`src/rtl/filter_window_ctrl.sv`:
```
// Sequencing controller for a FILTER_SIZE x FILTER_SIZE windowed image filter.
// Fetches raster pixels, drives line-buffer strobes and emits zero-padded window descriptors.
module filter_window_ctrl #(
    parameter int IMG_W       = 225,
    parameter int IMG_H       = 225,
    parameter int FILTER_SIZE = 3,
    parameter int CW          = 12
) (
    input  logic          clk,
    input  logic          rst_n,
    input  logic          i_vsync,
    input  logic          i_src_valid,
    output logic          o_src_next,
    output logic          o_lb_wr_en,
    output logic [CW-1:0] o_lb_wr_addr,
    output logic          o_lb_shift,
    output logic          o_win_valid,
    input  logic          i_sink_ready,
    output logic [CW-1:0] o_win_x,
    output logic [CW-1:0] o_win_y,
    output logic [3:0]    o_border,
    output logic          o_frame_done,
    output logic          o_busy
);
    localparam int PAD = FILTER_SIZE / 2;
    localparam logic [CW-1:0] PAD_C  = CW'(PAD);
    localparam logic [CW-1:0] W_C    = CW'(IMG_W);
    localparam logic [CW-1:0] H_C    = CW'(IMG_H);
    localparam logic [CW-1:0] W_LAST = CW'(IMG_W - 1);
    localparam logic [CW-1:0] RF_X0  = CW'(IMG_W - PAD);
    localparam logic [CW-1:0] FF_Y0  = CW'(IMG_H - PAD);

    // state        | meaning
    // S_IDLE       | waiting for a vsync falling edge
    // S_FILL       | fetching pixels, windows emitted PAD pixels behind the fetch
    // S_ROW_FLUSH  | emitting the right-hand padded windows of the current row
    // S_FRAME_FLUSH| emitting the bottom padded rows, no fetch
    // S_DONE       | one-cycle frame-done pulse
    typedef enum logic [2:0] {
        S_IDLE, S_FILL, S_ROW_FLUSH, S_FRAME_FLUSH, S_DONE
    } state_t;

    state_t        state, state_nxt;
    logic          vs_prev, vs_fall, stall, consume, fill_win;
    logic          flush_state, flush_pend, flush_load, win_load, shift_q;
    logic [CW-1:0] sx, sy, fx, fy, ld_x, ld_y;

    assign vs_fall     = vs_prev & ~i_vsync;
    assign stall       = o_win_valid & ~i_sink_ready;
    assign consume     = o_src_next & i_src_valid;
    assign fill_win    = consume & (sx >= PAD_C) & (sy >= PAD_C);
    assign flush_state = (state == S_ROW_FLUSH) | (state == S_FRAME_FLUSH);
    assign flush_pend  = (state == S_ROW_FLUSH) ? (fx < W_C) : (fy < H_C);
    assign flush_load  = flush_state & flush_pend & ~stall & ~vs_fall;
    assign win_load    = fill_win | flush_load;
    assign o_lb_shift  = shift_q;

    // Row flush keeps the row of the descriptor that was loaded on entry.
    always_comb begin
        ld_x = fx;
        ld_y = fy;
        if (state == S_FILL) begin
            ld_x = sx - PAD_C;
            ld_y = sy - PAD_C;
        end else if (state == S_ROW_FLUSH) begin
            ld_y = o_win_y;
        end
    end

    always_ff @(posedge clk or negedge rst_n) begin
        if (!rst_n) state <= S_IDLE;
        else        state <= state_nxt;
    end

    always_comb begin
        state_nxt = state;
        if (vs_fall) begin
            state_nxt = S_FILL;
        end else begin
            case (state)
                S_IDLE: state_nxt = S_IDLE;
                S_FILL: begin
                    if (consume && sx == W_LAST && sy >= PAD_C) state_nxt = S_ROW_FLUSH;
                end
                S_ROW_FLUSH: begin
                    if (!flush_pend && !stall) state_nxt = (sy == H_C) ? S_FRAME_FLUSH : S_FILL;
                end
                S_FRAME_FLUSH: begin
                    if (!flush_pend && !stall) state_nxt = S_DONE;
                end
                S_DONE:  state_nxt = S_IDLE;
                default: state_nxt = S_IDLE;
            endcase
        end
    end

    always_comb begin
        o_src_next   = (state == S_FILL) & ~stall & ~vs_fall;
        o_lb_wr_en   = o_src_next & i_src_valid;
        o_lb_wr_addr = sx;
        o_frame_done = (state == S_DONE);
        o_busy       = (state != S_IDLE);
    end

    always_ff @(posedge clk or negedge rst_n) begin
        if (!rst_n) begin
            vs_prev     <= 1'b1;
            sx          <= '0;
            sy          <= '0;
            fx          <= '0;
            fy          <= '0;
            shift_q     <= 1'b0;
            o_win_valid <= 1'b0;
            o_win_x     <= '0;
            o_win_y     <= '0;
            o_border    <= '0;
        end else begin
            vs_prev <= i_vsync;
            shift_q <= 1'b0;
            if (vs_fall) begin
                sx          <= '0;
                sy          <= '0;
                fx          <= '0;
                fy          <= '0;
                o_win_valid <= 1'b0;
            end else begin
                if (consume) begin
                    if (sx == W_LAST) begin
                        sx <= '0;
                        sy <= sy + 1'b1;
                        if (sy < PAD_C) shift_q <= 1'b1;
                    end else begin
                        sx <= sx + 1'b1;
                    end
                end
                if (flush_load) begin
                    if (state == S_FRAME_FLUSH && fx == W_LAST) begin
                        fx <= '0;
                        fy <= fy + 1'b1;
                    end else begin
                        fx <= fx + 1'b1;
                    end
                    // Starting a new bottom row means the previous one has been accepted.
                    if (state == S_FRAME_FLUSH && fx == '0 && fy != FF_Y0) shift_q <= 1'b1;
                end
                if (state == S_FILL && state_nxt == S_ROW_FLUSH) fx <= RF_X0;
                if (state == S_ROW_FLUSH && state_nxt != S_ROW_FLUSH) begin
                    shift_q <= 1'b1;
                    fx      <= '0;
                    fy      <= FF_Y0;
                end
                if (win_load) begin
                    o_win_valid <= 1'b1;
                    o_win_x     <= ld_x;
                    o_win_y     <= ld_y;
                    o_border    <= {ld_y < PAD_C, ld_y >= FF_Y0, ld_x < PAD_C, ld_x >= RF_X0};
                end else if (o_win_valid && i_sink_ready) begin
                    o_win_valid <= 1'b0;
                end
            end
        end
    end
endmodule

```
`config.mk`:
```
export PLATFORM = sky130hd
export DESIGN_NAME = filter_window_ctrl
export DESIGN_NICKNAME = d
export VERILOG_FILES = /design/src/rtl/filter_window_ctrl.sv
export SDC_FILE = /design/constraint.sdc
export NUM_CORES = 1
export LEC_CHECK = 0
export CELL_PAD_IN_SITES_DETAIL_PLACEMENT = 1
export CELL_PAD_IN_SITES_GLOBAL_PLACEMENT = 1
export CORE_MARGIN = 2
export CORE_UTILIZATION = 45
export CTS_BUF_LIST = sky130_fd_sc_hd__clkbuf_8
export DETAILED_ROUTE_END_ITERATION = 12
export HOLD_SLACK_MARGIN = 0.03
export PLACE_DENSITY_LB_ADDON = 0.1
export SETUP_SLACK_MARGIN = 0.05
export SLEW_MARGIN = 20
export SYNTH_ARGS = -nofsm -noshare
export SYNTH_HDL_FRONTEND = slang
export SYNTH_SLANG_ARGS = --single-unit
```
`constraint.sdc`:
```
create_clock -name clk -period 3.1 [get_ports clk]
set_clock_uncertainty 0.05 [all_clocks]
set_input_delay 0.62 -clock clk [delete_from_list [all_inputs] [get_ports clk]]
set_output_delay 0.62 -clock clk [all_outputs]
set_load 0.01 [all_outputs]
```
# Word-level counts from Yosys, hierarchy flattened
# Cells that the tools add are included.
[word_totals]
inputBits = 5
ff_bits = 82
out_inout_bits = 46
[op_classes]
n_lt_le_gt_ge = 9
n_bitwise = 16
muxes = 35
reduce_logical = 22
n_addsub = 6
n_eq_ne = 10
[op_table]
columns = ["cell", "count"]
rows = [
  ["$mux W12", 18],
  ["$add A12 B1 Y12 const B", 4],
  ["$eq A12 B8 Y1 const B", 3],
  ["$lt A12 B1 Y1 const B", 3],
  ["$ge A12 B1 Y1 const B", 2],
  ["$ge A12 B8 Y1 const B", 2],
  ["$lt A12 B8 Y1 const B", 2],
  ["$sub A12 B1 Y12 const B", 2],
  ["$logic_not A12 Y1", 1],
  ["$mux W3", 4],
  ["$ne A12 B8 Y1 const B", 1],
  ["$reduce_bool A3 Y1", 4],
  ["$mux W1", 11],
  ["$and A1 B1 Y1", 10],
  ["$eq A3 B2 Y1 const B", 3],
  ["$logic_and A1 B1 Y1", 9],
  ["$pmux W3 S3", 1],
  ["$reduce_and A2 Y1", 3],
  ["$not A1 Y1", 4],
  ["$reduce_bool A2 Y1", 2],
  ["$reduce_bool A4 Y1", 1],
  ["$eq A3 B1 Y1 const B", 1],
  ["$eq A3 B3 Y1 const B", 1],
  ["$ne A3 B2 Y1 const B", 1],
  ["3 further kinds", 5],
]

# Depth between registers and ports, before layout
# Gate-level depths: netlist of run 1.
[logic_depth]
depth_word = 16
ltp_mapped = 11
ltp_nobuf = 8

# Worst setup path before layout of run 1
# No wires, ideal clock.
[synth_timing]
path_type = "reg-to-reg"
from = "reg sy[0]"
to = "reg o_win_x[10]"
t_required_ns = 2.922
path_stages_with_launch = 10
path_buffers = 2
t_arrival_ns = 2.350
slack_ns = 0.573
setup_time_ns = 0.128
path_cell_list = "dfrtp_1 > clkbuf_1 > inv_1 > ha_1 > nor3b_2 > nand2_1 > or3_1 > a2bb2oi_2 > buf_2 > mux2_1"
[synth_between]
elab_chain_cells = 4
[synth_rtl]
columns = ["element", "line", "text"]
rows = [
  ["start: declaration", "46", "logic [CW-1:0] sx, sy, fx, fy, ld_x, ld_y;"],
  ["start signal: assignment", "130", "sy <= sy + 1'b1;"],
  ["$ge A12 B1 Y1", "51", "assign fill_win = consume & (sx >= PAD_C) & (sy >= PAD_C);"],
  ["$and A1 B1 Y1", "51", ""],
  ["$or A1 B1 Y1", "55", "assign win_load = fill_win | flush_load;"],
  ["$reduce_and A2 Y1 (no source line)", "n/a", ""],
  ["end signal: assignment", "154", "o_win_x <= ld_x;"],
  ["end: declaration", "19", "output logic [CW-1:0] o_win_x,"],
]
# Every way passes these cells.
# A chain may end at the register's enable or synchronous reset.

# Worst setup path after layout of run 1
[layout_timing]
from = "in i_sink_ready"
to = "out o_lb_wr_en"
[layout_between]
elab_chain_cells = 6
[layout_rtl]
columns = ["element", "line", "text"]
rows = [
  ["start: declaration", "18", "input logic i_sink_ready,"],
  ["$not A1 Y1", "49", "assign stall = o_win_valid & ~i_sink_ready;"],
  ["$and A1 B1 Y1", "49", ""],
  ["$not A1 Y1", "98", "o_src_next = (state == S_FILL) & ~stall & ~vs_fall;"],
  ["$and A1 B1 Y1 (2 in series)", "98", ""],
  ["$and A1 B1 Y1", "99", "o_lb_wr_en = o_src_next & i_src_valid;"],
  ["end: declaration", "14", "output logic o_lb_wr_en,"],
]
# Every way passes these cells.

==> qor.yml, run 1 <==
drcViolationCount: 0
hold_path.class: "in -> async"
num-nets-final: 619
tightest_slew_ns: 0.6365
layout_commonest_cell: "dfrtp_1"
ant_nets: 0
drt_iter0_markers: 161
cts_setup_buffers: 0
numCtsBuffers: 9
p_sw_w: 0.0009935
viasPerCell: 5.809
synth_top_area_share_pct: 40.99
gp_congestion: 0.8427
synthesis.nets: 572
dpl.cell_count: 732
critPathMaxFanout: 6
area_delta_synth_final_pct: 18.09
outcome: "finished clean"
io_buffers: 50
synth-edff-count: 0
grt_pass1_wl_mm: 23.66
post-dp-hpwl_mm: 10.79
ir_drop_v: 0.0003135
post-synth-top-area-cell: "dfrtp_1"
wire_per_inst_um: 19.65
relSlewSlack_pct: 57.18
drive_gt1_share_pct: 9.211
dr.pass1.iters: 4
cts_root_buf: "clkbuf_8"
htree_levels: 3
yosysWarnings: 0
die_w_um: 108.8
synthCells: 556
p_per_area_nw_per_um2: 523.1
required_ns: 2.43
tns_ns: 0
antenna_found_initial: 0
clkTransAtPathRegs_ns: 0.09
swShare_pct: 32.52
crit_arrival_ns: 2.23
die_y_um: 108.8
finalHoldViolCount: 0
rows: 38
floorplan.initialDensity_pct: 45.81
fmax_mhz: 344.4
ys_ff_latch: 82
worst_skew_pair.late_latency_ns: 0.38
p_leak_nw: 2.512
start_kind: "primary input"
layout_setup_ws_ns: 0.1961
ys_seq_area_share_pct: 41.52
async_flop_share_pct: 100.0
grt_pass1_vias: 4529
hold_buffers: 0
postPlaceCellArea_um2: 5653
synth.top_cells.by_area: "dfrtp_1 (41%), nor2_1 (4.9%), nand2_1 (4.5%)"
period_share_pct: 93.68
instances_no_fill: 748
post_cts_resized: 0
final_cell_mix: "dfrtp_1 (81), nor2_1 (64), nand2_1 (59), clkdlybuf4s50_1 (49)"
ys.flop_type: "dfrtp_1"
pwr-share-seq_pct: 46.0
cts_tree: "done"
cp-end-kind: "primary output"
yosysUniqueCellTypes: 65
power.share.combinational_pct: 29.4
finalCriticalPeriod_ns: 2.904
routed-via-count: 4345
clk_path_buf_depth: 2
grt_max_degree: 45
maxCapViolations: 0
grt_usage_pct: 26.14
n_antenna_cell: 0
finalSetupViolations: 0
boundaryPins: 51
fp.coreArea_um2: 10790
pwr-share-clk_pct: 24.6
grt-ovfl-total: 0
p_int_w: 0.002061
synth_area_um2: 4945
path_class: "in -> out"
fin_area_um2: 5839
synth.avg_cell_area_um2: 8.893
die_area_um2: 11840
clock_sinks: 82
pre_cts_ws_ns: 0.07185
drt_wl_total_mm: 14.70
rsz0062_at_grt: "false"
finalMaxSlewViolations: 0
==> critical path, cell delays in order <==
cell             delay (ns)
clkdlybuf4s50_1        0.43
nand2b_2               0.27
nand4_1                0.17
clkinv_1               0.20
clkdlybuf4s50_1        0.54
==> kinds of logic (layout without fill, tap and decap cells) <==
logic type / Yosys count / after routing / share of synthesized area (%)
DFF: 82 / 82 / 41.52
AOI/OAI and AO/OA: 117 / 117 / 15.54
muxes: 16 / 16 / 3.593
adders and majority gates: 11 / 11 / 2.783
buffers and inverters: 50 / 102 / 4.251
xor gates and xnor gates: 36 / 36 / 6.377
and+or+nand+nor: 244 / 244 / 25.94
==> flip-flops by register name, summed over array words and instances, names as in the netlist <==
register      count
fx               12
o_lb_wr_addr     12
o_lb_shift        1
o_win_x          12
fy               12
o_win_valid       1
sy               12
state             3
o_border          4
o_win_y          12
vs_prev           1
==> power by group through the flow <==
stage / Combinational [W] / Sequential (W) / Clock, W
5_1_grt: 0.000979 / 0.00143 / 0.000802
6_report: 0.000897 / 0.00141 / 0.000752
3_3_place_gp: 0.000876 / 0.00141 / 0
4_1_cts: 0.000910 / 0.00141 / 0.000764
2_1_floorplan: 0.000336 / 0.00145 / 0
3_5_place_dp: 0.000901 / 0.00143 / 0
==> cell type report <==
class | instances | area (µm²)
inverters | 13 | 48.80
multi-input cells | 424 | 2698
flip-flops and latches | 82 | 2053
clock inverters | 5 | 30.03
clock buffers | 11 | 151.4
repair buffers | 73 | 683.2
fillers | 1265 | 4954
well taps | 140 | 175.2
==> path summary, 6_finish.rpt <==
| path | to | cells after the start | slack, ns | start |
|---|---|---|---|---|
| worst max register to register | fx[4] | 8 | 0.26 | fx[0] |
| worst min-delay path | sy[8] | 1 | 0.20 | rst_n |
| min in group clk | o_win_x[11] | 1 | 0.44 | o_win_x[11] |
| worst max-delay path | o_lb_wr_en | 5 | 0.20 | i_sink_ready |
| worst min register to register | o_win_x[11] | 1 | 0.44 | o_win_x[11] |
| max in group asynchronous | fx[5] | 2 | 2.07 | rst_n |
==> Yosys cell counts, types with 3 or more instances <==
cell and count:
a211oi_1 8, a21oi_1 28, a22oi_1 4, a31oi_1 13, and2_1 4, and3_1 7, buf_2 3, clkbuf_1 29
dfrtp_1 81, ha_1 11, inv_1 12, mux2_1 14, nand2_1 59, nand3_1 20, nand3b_1 7, nand4_1 16
nand4b_1 3, nor2_1 64, nor2b_1 6, nor3_1 19, nor3b_1 7, nor4_1 6, o21ai_0 28, o21ai_1 7
o22a_1 3, o31ai_1 8, or3_1 5, or4_1 5, xnor2_1 15, xor2_1 21
==> stage by stage <==
step	hold slack [ns]	util, %	power (W)
floorplan	0.2744	-	0.001788
global placement	0.4216	52.38	0.002291
detailed placement	0.4149	52.38	0.002327
CTS	0.2123	54.06	0.003082
global route	0.2275	54.10	0.003209
finish	0.2004	54.10	0.003055
==> per-layer routing <==
layer / global-route usage [%] / up-vias / share of wire, %
met5: 0 / - / 0
met4: 9.066 / 0 / 1.6
met3: 2.989 / 15 / 2.2
met2: 45.89 / 67 / 51
met1: 33.32 / 2186 / 45
li1: - / 2077 / -
(Power assumes the default switching activity.)
==> run 2, diff against run 1 <==
--- a/config.mk
+++ b/config.mk
@@ -18,3 +18,4 @@
 export SYNTH_ARGS = -nofsm -noshare
 export SYNTH_HDL_FRONTEND = slang
 export SYNTH_SLANG_ARGS = --single-unit
+export TNS_END_PERCENT = 50
==> results of run 2 <==
No change in the layout: final DEF, timing and power equal those of run 1.
